--- config.mk ---
export PLATFORM = sky130hd
export DESIGN_NAME = add_seq_ctrl
export DESIGN_NICKNAME = d
export VERILOG_FILES = /design/src/rtl/add_seq_ctrl.sv
export SDC_FILE = /design/constraint.sdc
export NUM_CORES = 1
export LEC_CHECK = 0
export ABC_AREA = 1
export ABC_CLOCK_PERIOD_IN_PS = 2900
export CAP_MARGIN = 40
export CORE_ASPECT_RATIO = 0.8
export CORE_UTILIZATION = 41
export DETAILED_ROUTE_END_ITERATION = 12
export GPL_TIMING_DRIVEN = 0
export PLACE_DENSITY = 0.68
export SYNTH_ARGS = -nofsm -noshare
export SYNTH_HDL_FRONTEND = slang
export SYNTH_SLANG_ARGS = --single-unit
--- constraint.sdc ---
create_clock -name clk -period 2.9 [get_ports clk]
set_input_delay 0.435 -clock clk [delete_from_list [all_inputs] [get_ports clk]]
set_output_delay 0.435 -clock clk [all_outputs]
set_load 0.03 [all_outputs]
--- src/rtl/add_seq_ctrl.sv ---
// -----------------------------------------------------------------------------
// add_seq_ctrl
//
// Purpose:
//   Sequential multi-word adder controller. An N-bit addition (N = 3*WORDS)
//   is split into WORDS 3-bit slices that are fed one per cycle through an
//   external 3-bit full-adder stage. The ripple carry between slices is held
//   in a carry register, so a full operation takes WORDS cycles in RUN. A
//   valid/ready handshake sits on both the operand and the result side.
//
// Parameters:
//   WORDS     number of 3-bit slices per operand (N = 3*WORDS), WORDS >= 1
//
// Ports:
//   clk       rising-edge clock
//   rst_n     asynchronous active-low reset
//   in_valid  operand set offered
//   in_ready  block accepts operand set (high only in IDLE)
//   in_a      operand A, N bits
//   in_b      operand B, N bits
//   in_cin    carry into slice 0
//   out_valid result available (high only in DONE)
//   out_ready consumer takes result
//   out_sum   N-bit sum, held stable while in DONE
//   out_cout  carry out of the top slice
//   add_a     3-bit slice of A to the external adder (0 outside RUN)
//   add_b     3-bit slice of B to the external adder (0 outside RUN)
//   add_cin   carry into the external adder (0 outside RUN)
//   add_sum   3-bit sum returned by the external adder
//   add_cout  per-bit carry vector from the adder; only bit 2 is used
// -----------------------------------------------------------------------------
module add_seq_ctrl #(
  parameter int WORDS = 4
) (
  input  logic               clk,
  input  logic               rst_n,
  input  logic               in_valid,
  output logic               in_ready,
  input  logic [3*WORDS-1:0] in_a,
  input  logic [3*WORDS-1:0] in_b,
  input  logic               in_cin,
  output logic               out_valid,
  input  logic               out_ready,
  output logic [3*WORDS-1:0] out_sum,
  output logic               out_cout,
  output logic [2:0]         add_a,
  output logic [2:0]         add_b,
  output logic               add_cin,
  input  logic [2:0]         add_sum,
  input  logic [2:0]         add_cout
);

  localparam int N = 3 * WORDS;
  // A 1-bit index is still needed when WORDS=1 so the vector is never empty.
  localparam int IDX_W = (WORDS > 1) ? $clog2(WORDS) : 1;
  localparam logic [IDX_W-1:0] LAST_IDX = IDX_W'(WORDS - 1);

  typedef enum logic [1:0] {
    IDLE = 2'd0,
    RUN  = 2'd1,
    DONE = 2'd2
  } state_e;

  state_e           state_q;
  logic [N-1:0]     opA_q;
  logic [N-1:0]     opB_q;
  logic [N-1:0]     sum_q;
  logic [N-1:0]     sum_d;
  logic             carry_q;
  logic             cout_q;
  logic [IDX_W-1:0] idx_q;
  logic [2:0]       sliceA;
  logic [2:0]       sliceB;
  logic             unusedCoutBits;

  // Only the top carry of the adder stage leaves a slice; the lower
  // per-bit carries are internal to the 3-bit stage.
  assign unusedCoutBits = ^add_cout[1:0];

  // Select the operand slice addressed by the current index and build the
  // next sum value with the freshly returned adder result written into that
  // same slice. A compare-per-slice loop avoids a variable part-select.
  always_comb begin
    sliceA = 3'b000;
    sliceB = 3'b000;
    sum_d  = sum_q;
    for (int w = 0; w < WORDS; w++) begin
      if (idx_q == IDX_W'(w)) begin
        sliceA           = opA_q[3*w +: 3];
        sliceB           = opB_q[3*w +: 3];
        sum_d[3*w +: 3]  = add_sum;
      end
    end
  end

  // Adder stage is only driven while RUN so it sees quiet zeros otherwise.
  assign add_a   = (state_q == RUN) ? sliceA : 3'b000;
  assign add_b   = (state_q == RUN) ? sliceB : 3'b000;
  assign add_cin = (state_q == RUN) ? carry_q : 1'b0;

  // Handshake flags are pure decodes of the state register.
  assign in_ready  = (state_q == IDLE);
  assign out_valid = (state_q == DONE);
  assign out_sum   = sum_q;
  assign out_cout  = cout_q;

  // Control FSM and datapath registers. Reset drops any in-flight operation
  // and clears the result so no stale value is ever presented.
  always_ff @(posedge clk or negedge rst_n) begin
    if (!rst_n) begin
      state_q <= IDLE;
      opA_q   <= '0;
      opB_q   <= '0;
      sum_q   <= '0;
      carry_q <= 1'b0;
      cout_q  <= 1'b0;
      idx_q   <= '0;
    end else begin
      case (state_q)
        IDLE: begin
          if (in_valid) begin
            opA_q   <= in_a;
            opB_q   <= in_b;
            carry_q <= in_cin;
            idx_q   <= '0;
            state_q <= RUN;
          end
        end
        RUN: begin
          sum_q   <= sum_d;
          carry_q <= add_cout[2];
          idx_q   <= idx_q + IDX_W'(1);
          if (idx_q == LAST_IDX) begin
            cout_q  <= add_cout[2];
            state_q <= DONE;
          end
        end
        DONE: begin
          // New operands are deliberately not looked at here; the next
          // accept can only happen once the FSM is back in IDLE.
          if (out_ready) begin
            state_q <= IDLE;
          end
        end
        default: begin
          state_q <= IDLE;
        end
      endcase
    end
  end

endmodule

Word level (Yosys, flattened, before mapping)
Cells that the tools add are included.
- muxes and demuxes: 19
- add/sub/neg operators: 1
- eq/ne operators: 8
- reduce and logical (&&, ||, !) cells: 10
- operators by type and width (operator ; count):
    $mux 3 ; 10
    $reduce_and 2->1 ; 6
    $mux 2 ; 4
    $eq 2x2->1 const B ; 3
    $pmux 2 s3 ; 1
    $eq 2x1->1 const B ; 2
    $logic_not 2->1 ; 2
    $ne 2x2->1 const B ; 2
    $pmux 2 s2 ; 1
    $reduce_and 3->1 ; 1
    $add 2x1->2 const B ; 1
    $mux 1 ; 2
    $ne 2x1->1 const B ; 1
    $pmux 1 s2 ; 1
    $reduce_bool 2->1 ; 1
- register bits: 42
- logic and storage cells: 48
- output and inout port bits: 22

Logic depth before layout (Yosys ltp)
Gate-level depths: netlist of the first run.
- word-level depth: 6
- gate-level depth with buffers: 8

Worst setup path after synthesis of the first run
No wires, ideal clock.
- path type: register -> output
- start point: register idx_q[0]
- end point: output port add_a[0]
- path slack: 1.175 ns
- buffers on the path: 1
- stages on the path, launching flop included: 9
- arrival: 1.290 ns
- data required time: 2.465 ns
- cells stage by stage: dfrtp_1 inv_1 ha_1 buf_2 inv_1 nor2_1 nor2_1 nand2_1 nand2_1
- word-level cells in the longest chain between the ends: 6
- elaborated cells between the ends (all ways): 9
- those cells by class: 3 x eq/ne; 5 x mux; 1 x reduce/logical
- ends and longest elaborated chain (item ; line ; text):
    from (decl) ; 71 ; logic [IDX_W-1:0] idx_q;
    from (signal assigned) ; 132 ; idx_q <= idx_q + IDX_W'(1);
    $logic_not 2->1 ; 88 ; if (idx_q == IDX_W'(w)) begin
    $mux 3 (3 in a row) ; 88 ;
    $mux 3 (*) ; 88 ;
    $mux 3 (*) ; 97 ; assign add_a = (state_q == RUN) ? sliceA : 3'b000;
    to (decl) ; 46 ; output logic [2:0] add_a,
Mark *: on every way between the ends. The rest lies on a longest branch, timed or not.

Worst setup path after layout of the first run
- start point: register idx_q[0]
- end point: output port add_b[2]
- word-level cells in the longest chain between the ends: 6
- elaborated cells between the ends (all ways): 9
- those cells by class: 3 x eq/ne; 5 x mux; 1 x reduce/logical
- ends and longest elaborated chain (item ; line ; text):
    $logic_not 2->1 ; 88 ;
    $mux 3 (3 in a row) ; 88 ;
    $mux 3 (*) ; 88 ;
    $mux 3 (*) ; 98 ; assign add_b = (state_q == RUN) ? sliceB : 3'b000;
    to (decl) ; 47 ; output logic [2:0] add_b,
Marked as above.

==> out/metrics.yaml, run 1 <==
die_w_um: 79.3
vias: 1697
finClkSkew_ns: 0.00893
grt_max_degree: 35
start_util: 0.427
hold_ws_ns: 0.479
drv_slew: 0
hp-class: "flop to flop"
reg2reg_slack_ns: 1.62
path_class: "flop to output pin"
clock-sinks: 42
mostFrequentLayoutCells: "nand2_1 (97), clkdlybuf4s50_1 (48), dfrtp_1 (42)"
rows: 22
dpl-instance-area_um2: 2580
die_y_um: 63.9
synth_top_family_by_area: "simple AND/OR/NAND/NOR gates"
cts_buffers: 5
required_ns: 2.47
synth_mux_area_frac: 0
p_leak_uw: 0.00142
wl_per_cell_um: 12.3
maxCapViolCount: 0
die_area_um2: 5060
cts_buffer_depth: 2
via_per_inst: 4.70
yosysWarningCount: 0
rr_endpoint: "out_sum[8]"
r2r_cells: 6
clkLatencyLatePin_ns: 0.29
syn_nets: 277
synth_compound_area_frac: 0.0549
track_usage: 0.195
power_uw: 3090
grt_antenna_before_repair: 0
synth_cell_types: 20
peakVddDrop_mv: 0.540
io_buffers: 53
root_buffer: "clkbuf_8"
synth-adder-area-share: 0.0255
drive_gt1_frac: 0.0897
drt_first_iter_violations: 124
synth-seq-cells: 42
post_cts_buffers: 0
num-fill-cells: 425
grt_first_pass_wirelength_um: 7470
final_nets: 339
hold_violations: 0
io_pins: 57
worstPathMaxFanout: 8
drt_wl_total_um: 4440
layout_commonest_cell: "nand2_1"
drc: 0
post-route-util: 0.586
drt_pre_antenna_iters: 4
synthCells: 238
syn-cell-area_um2: 1960
holdCritStartpoint: "opA_q[9]"
setup-violations-final: 0
max_slew_margin: 0.706
synth_seq_area_share: 0.536
syn_avg_cell_area_um2: 8.24
h-tree-depth: 2
holdPathStages: 2
place_congestion: 0.763
period_share: 0.935
final_area_um2: 2690
worst_pin_slew_ns: 0.442
cp-end-kind: "output pin"
clk_pin_slew_ns: 0.08
hpwl_um: 3250
synth_simple_gate_area_frac: 0.330
synthXorXnorAreaFrac: 0
ant_nets: 0
reg2reg_from: "idx_q[0]"
first_global_vias: 1547
startpoint_type: "flop"
status: "completed"
finalWorstSetupSlack_ns: 0.189
max_freq_ghz: 0.369
cts_tree: "done"
period_needed_ns: 2.71
gr-total-overflow: 0
powerDensity_nw_per_um2: 1150
min_to: "opA_q[9]"
diodes: 0
place_ws_ns: 0.479
core-area_um2: 4600
areaGrowthSynthToFinish_pct: 37.3
crit_arrival_ns: 2.28
## registers in the layout (all words and copies together) (netlist names)
register,count
out_cout,1
out_sum,12
idx_q,2
carry_q,1
state_q,2
opA_q,12
opB_q,12
## final cells by class
class | count | area [um2] | area share
plain buffers | 10 | 60.1 | 0.0223
clock buffers | 7 | 86.3 | 0.0321
clock inverters | 1 | 5.00 | 0.00186
inverters | 12 | 45.0 | 0.0167
multi-input cells | 174 | 805 | 0.299
flip-flops and latches | 42 | 1050 | 0.390
well taps | 60 | 75.1 | 0.0279
repair buffers | 55 | 566 | 0.210
## worst max path at each step
stage / start / end / slack, ns
2_1_floorplan: idx_q[0] / add_a[0] / 1.17
3_3_place_gp: rst_n / opA_q[10] / 0.31
3_5_place_dp: idx_q[0] / add_a[2] / 0.48
4_1_cts: idx_q[0] / add_a[2] / 0.15
5_1_grt: idx_q[0] / add_a[1] / -0.0008
6_report: idx_q[0] / add_b[2] / 0.19
## power breakdown
group / internal, uW / total [uW] / leakage [uW] / switching, uW
combinational: 643 / 1670 / 0.000857 / 1020
clock: 192 / 389 / 0.0000482 / 196
sequential: 870 / 1040 / 0.000519 / 170
## timing repair
item | 4_1_cts | 5_1_grt
setup endpoints to repair | 0 | 4
gates resized for setup | 0 | 4
endpoints found under the hold margin | 8 | 0
hold buffers | 1 | 0
## kinds of logic (layout without fill, tap and decap cells)
family                     Yosys count  after routing
and+or+nand+nor                    149            149
DFF                                 42             42
buffers and inverters               22             85
AOI/OAI and AO/OA                   21             21
adders and majority gates            4              4
## Yosys cell counts
cell / count / share of area
o21ai_0: 7 / 0.018
a21oi_1: 6 / 0.015
o31ai_1: 1 / 0.0038
dfrtp_1: 42 / 0.54
nor2_8: 1 / 0.010
o21ai_1: 7 / 0.018
nand2_2: 1 / 0.0032
buf_6: 1 / 0.0057
inv_1: 9 / 0.017
clkbuf_1: 1 / 0.0019
ha_1: 4 / 0.026
nor2_1: 14 / 0.027
nand3_2: 1 / 0.0051
nor2_4: 1 / 0.0057
nand2_4: 2 / 0.011
buf_2: 6 / 0.015
buf_4: 2 / 0.0077
nand3_1: 32 / 0.082
inv_2: 3 / 0.0057
nand2_1: 97 / 0.19
## stage by stage
stage	cells	TNS (ns)
finish	361	0
global route	361	-0.000824
CTS	361	0
detailed placement	352	0
global placement	351	0
floorplan	238	0
## per-layer routing
metal | GRT usage | vias to the layer above | share of wire
li1 | - | 880 | -
met1 | 0.300 | 786 | 0.51
met2 | 0.273 | 29 | 0.44
met3 | 0.0429 | 2 | 0.037
met4 | 0.0545 | 0 | 0.0041
met5 | 0 | - | 0
## worst max-delay path, cell delays in order, from the launching register on
cell and delay [ns]:
dfrtp_1 0.42, inv_1 0.08, ha_1 0.19, buf_2 0.17, inv_1 0.18, nor2_1 0.06, nor2_1 0.11, nand2_1 0.06
nand2_1 0.06, clkdlybuf4s50_1 0.66
Note: power is estimated with default switching activity, not from simulation.
==> run 2: changes to the inputs <==
--- a/config.mk
+++ b/config.mk
@@ -6,7 +6,7 @@
 export NUM_CORES = 1
 export LEC_CHECK = 0
 export ABC_AREA = 1
-export ABC_CLOCK_PERIOD_IN_PS = 2900
+export ABC_CLOCK_PERIOD_IN_PS = 2820
 export CAP_MARGIN = 40
 export CORE_ASPECT_RATIO = 0.8
 export CORE_UTILIZATION = 41
==> constraint.sdc (replaced) <==
create_clock -name clk -period 2.82 [get_ports clk]
set_input_delay 0.423 -clock clk [delete_from_list [all_inputs] [get_ports clk]]
set_output_delay 0.423 -clock clk [all_outputs]
set_load 0.03 [all_outputs]
==> run 2 against run 1 <==
  * Clock skew down 0.00063 ns
  * Worst setup slack better by 0.25 ns
  * Routed wire length about the same
  * Flip-flop and latch count unchanged
  * Count of clock-buffer cells in the layout unchanged
  * Combinational power up 2%
  * Critical path type unchanged
  * Clock power up 3%
==> out/metrics.yaml, run 2 (synthesis results as in run 1) <==
drt_first_iter_violations: 109
start_util: 0.427
holdPathStages: 3
vias: 1705
finalSetupTns_ns: 0
mostFrequentLayoutCells: "nand2_1 (97), clkdlybuf4s50_1 (46), dfrtp_1 (42)"
critPathBufInv: 3
crit_family: "buffers and inverters"
layout_commonest_cell: "nand2_1"
gr-total-overflow: 0
via_per_inst: 4.72
place_congestion: 0.763
crit_arrival_ns: 1.96
max_freq_ghz: 0.420
clk_pin_slew_ns: 0.08
finalWorstSetupSlack_ns: 0.441
powerDensity_nw_per_um2: 1180
areaGrowthSynthToFinish_pct: 37.6
clock-sinks: 42
period_share: 0.844
grt_setup_unrepaired: "false"
post_cts_buffers: 0
drc: 0
final_area_um2: 2700
die_y_um: 63.9
maxCapViolCount: 0
core-area_um2: 4600
die_w_um: 79.3
cts_tree: "done"
grt_max_degree: 35
io_buffers: 53
peakVddDrop_mv: 0.556
drive_gt1_frac: 0.0897
place_ws_ns: 0.411
finClkSkew_ns: 0.00830
clkLatencyLatePin_ns: 0.29
path_class: "flop to output pin"
num-fill-cells: 426
cts_buffers: 5
diodes: 0
r2r_cells: 6
period_needed_ns: 2.38
first_global_vias: 1547
grt_first_pass_wirelength_um: 7470
worstPathMaxFanout: 10
cp_cell_sequence: "buf_6, nor2_8, buf_2, clkdlybuf4s50_1"
drv_slew: 0
cp-end-kind: "output pin"
cp.depth: 4
required_ns: 2.40
root_buffer: "clkbuf_8"
max_slew_margin: 0.704
hpwl_um: 3250
post-route-util: 0.587
worst_pin_slew_ns: 0.444
dpl-instance-area_um2: 2580
io_pins: 57
drt_pre_antenna_iters: 4
status: "completed"
wl_per_cell_um: 12.3
hold_ws_ns: 0.473
die_area_um2: 5060
hp-class: "input pin to flop"
slowest_delay_ns: 0.71
p_leak_uw: 0.00146
h-tree-depth: 2
ant_nets: 0
critical_path.slowest_cell: "clkdlybuf4s50_1"
rows: 22
drt_wl_total_um: 4440
hold_violations: 0
cts_buffer_depth: 2
grt_antenna_before_repair: 0
final_nets: 339
setup-violations-final: 0
startpoint_type: "flop"
track_usage: 0.195
==> run 2: changes by cell type in the layout (fill, tap and decap cells not counted) <==
cell             before  now
clkdlybuf4s50_1      48   46
dlymetal6s2s_1        4    6
==> run 2: layout make-up <==
| cell class | count | area, um2 | share of cell area |
|---|---|---|---|
| Inverter | 12 | 45.0 | 0.0167 |
| Multi-Input combinational cell | 174 | 805 | 0.298 |
| Clock buffer | 7 | 86.3 | 0.0320 |
| Clock inverter | 1 | 5.00 | 0.00186 |
| Tap cell | 60 | 75.1 | 0.0278 |
| Sequential cell | 42 | 1050 | 0.390 |
| Timing Repair Buffer | 55 | 571 | 0.212 |
| Buffer | 10 | 60.1 | 0.0223 |
==> run 2: tightest hold or removal path: cells and delay by family <==
family | cells | cell delay (ns)
buf+inv | 1 | 0.17
simple gates | 2 | 0.15
==> run 2: stage by stage <==
step,power (uW),cells
2_1_floorplan,2190,238
3_3_place_gp,2770,351
3_5_place_dp,2800,352
4_1_cts,3210,361
5_1_grt,3450,361
6_report,3180,361
==> run 2: routing by layer <==
| metal | track usage | vias up | routed length, um |
|---|---|---|---|
| met2 | 0.273 | 32 | 1980 |
| met3 | 0.0429 | 2 | 158 |
| met5 | 0 | - | 0 |
| met4 | 0.0545 | 0 | 15 |
| li1 | - | 879 | - |
| met1 | 0.300 | 792 | 2290 |
==> run 2: worst paths after layout <==
kind	startpoint	endpoint	slack, ns
worst max-delay path	state_q[0]	in_ready	0.44
worst min-delay path	in_valid	opA_q[8]	0.47
worst max register to register	idx_q[0]	out_sum[8]	1.54
worst min register to register	opA_q[9]	opA_q[9]	0.48
max in group asynchronous	rst_n	out_sum[4]	1.85
min in group asynchronous	rst_n	opB_q[10]	0.52
==> run 2: timing repair <==
item | 4_1_cts | 5_1_grt
hold buffers | 1 | 0
endpoints found under the hold margin | 8 | 0
setup endpoints to repair | 0 | 6
gates resized for setup | 0 | 6
==> run 2: power breakdown <==
part           switching (uW)  internal, uW  total, uW
clock network             202           198        399
registers                 174           895       1070
logic                    1050           658       1710
==> run 3: changes to the inputs <==
--- a/config.mk
+++ b/config.mk
@@ -6,13 +6,13 @@
 export NUM_CORES = 1
 export LEC_CHECK = 0
 export ABC_AREA = 1
-export ABC_CLOCK_PERIOD_IN_PS = 2820
+export ABC_CLOCK_PERIOD_IN_PS = 2050
 export CAP_MARGIN = 40
 export CORE_ASPECT_RATIO = 0.8
 export CORE_UTILIZATION = 41
 export DETAILED_ROUTE_END_ITERATION = 12
 export GPL_TIMING_DRIVEN = 0
-export PLACE_DENSITY = 0.68
+export PLACE_DENSITY = 0.7
 export SYNTH_ARGS = -nofsm -noshare
 export SYNTH_HDL_FRONTEND = slang
 export SYNTH_SLANG_ARGS = --single-unit
==> constraint.sdc (replaced) <==
create_clock -name clk -period 2.05 [get_ports clk]
set_input_delay 0.3075 -clock clk [delete_from_list [all_inputs] [get_ports clk]]
set_output_delay 0.3075 -clock clk [all_outputs]
set_load 0.03 [all_outputs]
==> run 3 against run 2 <==
  * Register-to-register slack worse by 0.73 ns
  * Utilization down 0.16 points
  * First-iteration DRC count down 17%
  * Clock skew down 0.0013 ns
  * Critical endpoint is now out_valid
  * Largest power group unchanged
==> out/metrics.yaml, run 3 (synthesis results as in run 1) <==
max_slew_margin: 0.695
root_buffer: "clkbuf_8"
period_needed_ns: 1.99
rows: 22
hold_violations: 0
p_comb_frac: 0.547
finClkSkew_ns: 0.00702
p_sw_frac: 0.454
required_ns: 1.74
die_area_um2: 5060
peakVddDrop_mv: 0.742
drive_gt1_frac: 0.123
cts_buffer_depth: 2
met3_length_um: 148
mostFrequentLayoutCells: "nand2_1 (97), clkdlybuf4s50_1 (44), dfrtp_1 (42)"
clk_pin_slew_ns: 0.08
track_usage: 0.192
wl_per_cell_um: 12.2
drt_wl_total_um: 4420
path_class: "flop to output pin"
drv_slew: 0
grt_max_degree: 25
route.layer.met1.wl_um: 2230
seq_power_share: 0.338
io_buffers: 53
max_freq_ghz: 0.504
via_per_inst: 4.80
dpl-instance-area_um2: 2590
layout_commonest_cell: "nand2_1"
drc: 0
die_w_um: 79.3
cts_buffers: 5
period_share: 0.968
powerDensity_nw_per_um2: 1630
power_frac_clock: 0.115
p_leak_uw: 0.00138
fin_cells: 361
hpwl_um: 3340
gr-total-overflow: 0
final_area_um2: 2690
hp-class: "input pin to flop"
placedCellCount: 352
start_util: 0.427
place_congestion: 0.809
areaGrowthSynthToFinish_pct: 37.2
wl_met2_um: 1990
h-tree-depth: 2
status: "completed"
hold_ws_ns: 0.371
ant_nets: 0
maxCapViolCount: 0
drt_first_iter_violations: 91
drt_pre_antenna_iters: 4
first_global_vias: 1592
final_nets: 340
grt_first_pass_wirelength_um: 7480
worstPathMaxFanout: 5
power_switching_uw: 1990
vias: 1731
finalSetupTns_ns: 0
startpoint_type: "flop"
setup-violations-final: 0
core-area_um2: 4600
crit_arrival_ns: 1.68
die_y_um: 63.9
topRoutingLayerUsed: "met4"
clock-sinks: 42
cp-end-kind: "output pin"
diodes: 0
worst_pin_slew_ns: 0.458
grt_antenna_before_repair: 0
clkLatencyLatePin_ns: 0.29
io_pins: 57
p_int_uw: 2400
cts_tree: "done"
run 3: changes by cell type in the layout (fill, tap and decap cells not counted), sizes merged:
cell           before  now
buf                11   17
dlymetal6s2s        6    0
clkdlybuf4s50      46   44
clkbuf              8    9
clkdlybuf4s15       0    1
clkinv              1    0
dlygate4sd2         0    1
run 3: area by class of cell:
| class | count | area [um2] |
|---|---|---|
| Timing Repair Buffer | 56 | 562 |
| Fill cell | 408 | 1910 |
| Multi-Input combinational cell | 174 | 807 |
| Sequential cell | 42 | 1050 |
| Buffer | 10 | 68.8 |
| Inverter | 12 | 50.0 |
| Clock buffer | 7 | 76.3 |
| Tap cell | 60 | 75.1 |
run 3: per-stage QoR:
stage	setup slack, ns	total power, uW	util
3_3_place_gp	-0.408	3820	0.558
2_1_floorplan	0.452	3010	-
3_5_place_dp	-0.260	3870	0.563
4_1_cts	0.000788	4310	0.577
5_1_grt	-0.0156	4740	0.585
6_report	0.0647	4380	0.585
run 3: power groups by stage:
stage | sequential, uW | combinational (uW) | clock [uW]
2_1_floorplan | 1690 | 1320 | 0
3_5_place_dp | 1490 | 2380 | 0
4_1_cts | 1480 | 2330 | 504
6_report | 1480 | 2400 | 505
5_1_grt | 1530 | 2660 | 547
3_3_place_gp | 1480 | 2340 | 0
run 3: repair_timing:
action	in CTS	in global routing
resized for setup	38	16
setup buffers	0	1
hold endpoints to repair	18	0
endpoints found under the setup margin	8	7
cloned	0	0
pin swaps	0	2
hold buffers	1	0
run 3: worst max-delay path, stage by stage (launching register included):
cell and delay, ns:
dfrtp_1 0.52, inv_2 0.11, nor2_1 0.09, clkdlybuf4s50_1 0.67
run 3: worst paths after layout:
check	slack, ns	from	cells after the start	endpoint
setup / recovery	0.06	state_q[1]	3	out_valid
min in group asynchronous	0.50	rst_n	2	out_sum[7]
hold reg to reg	0.48	opA_q[9]	2	opA_q[9]
hold / removal	0.37	in_valid	3	opA_q[7]
setup reg to reg	0.81	idx_q[0]	6	out_sum[6]
max in group asynchronous	1.09	rst_n	3	opA_q[6]
run 3: per-layer routing:
layer / GRT usage / vias to the layer above
met5: 0 / -
met4: 0.0545 / 0
met1: 0.290 / 814
met3: 0.0400 / 6
li1: - / 880
met2: 0.277 / 31
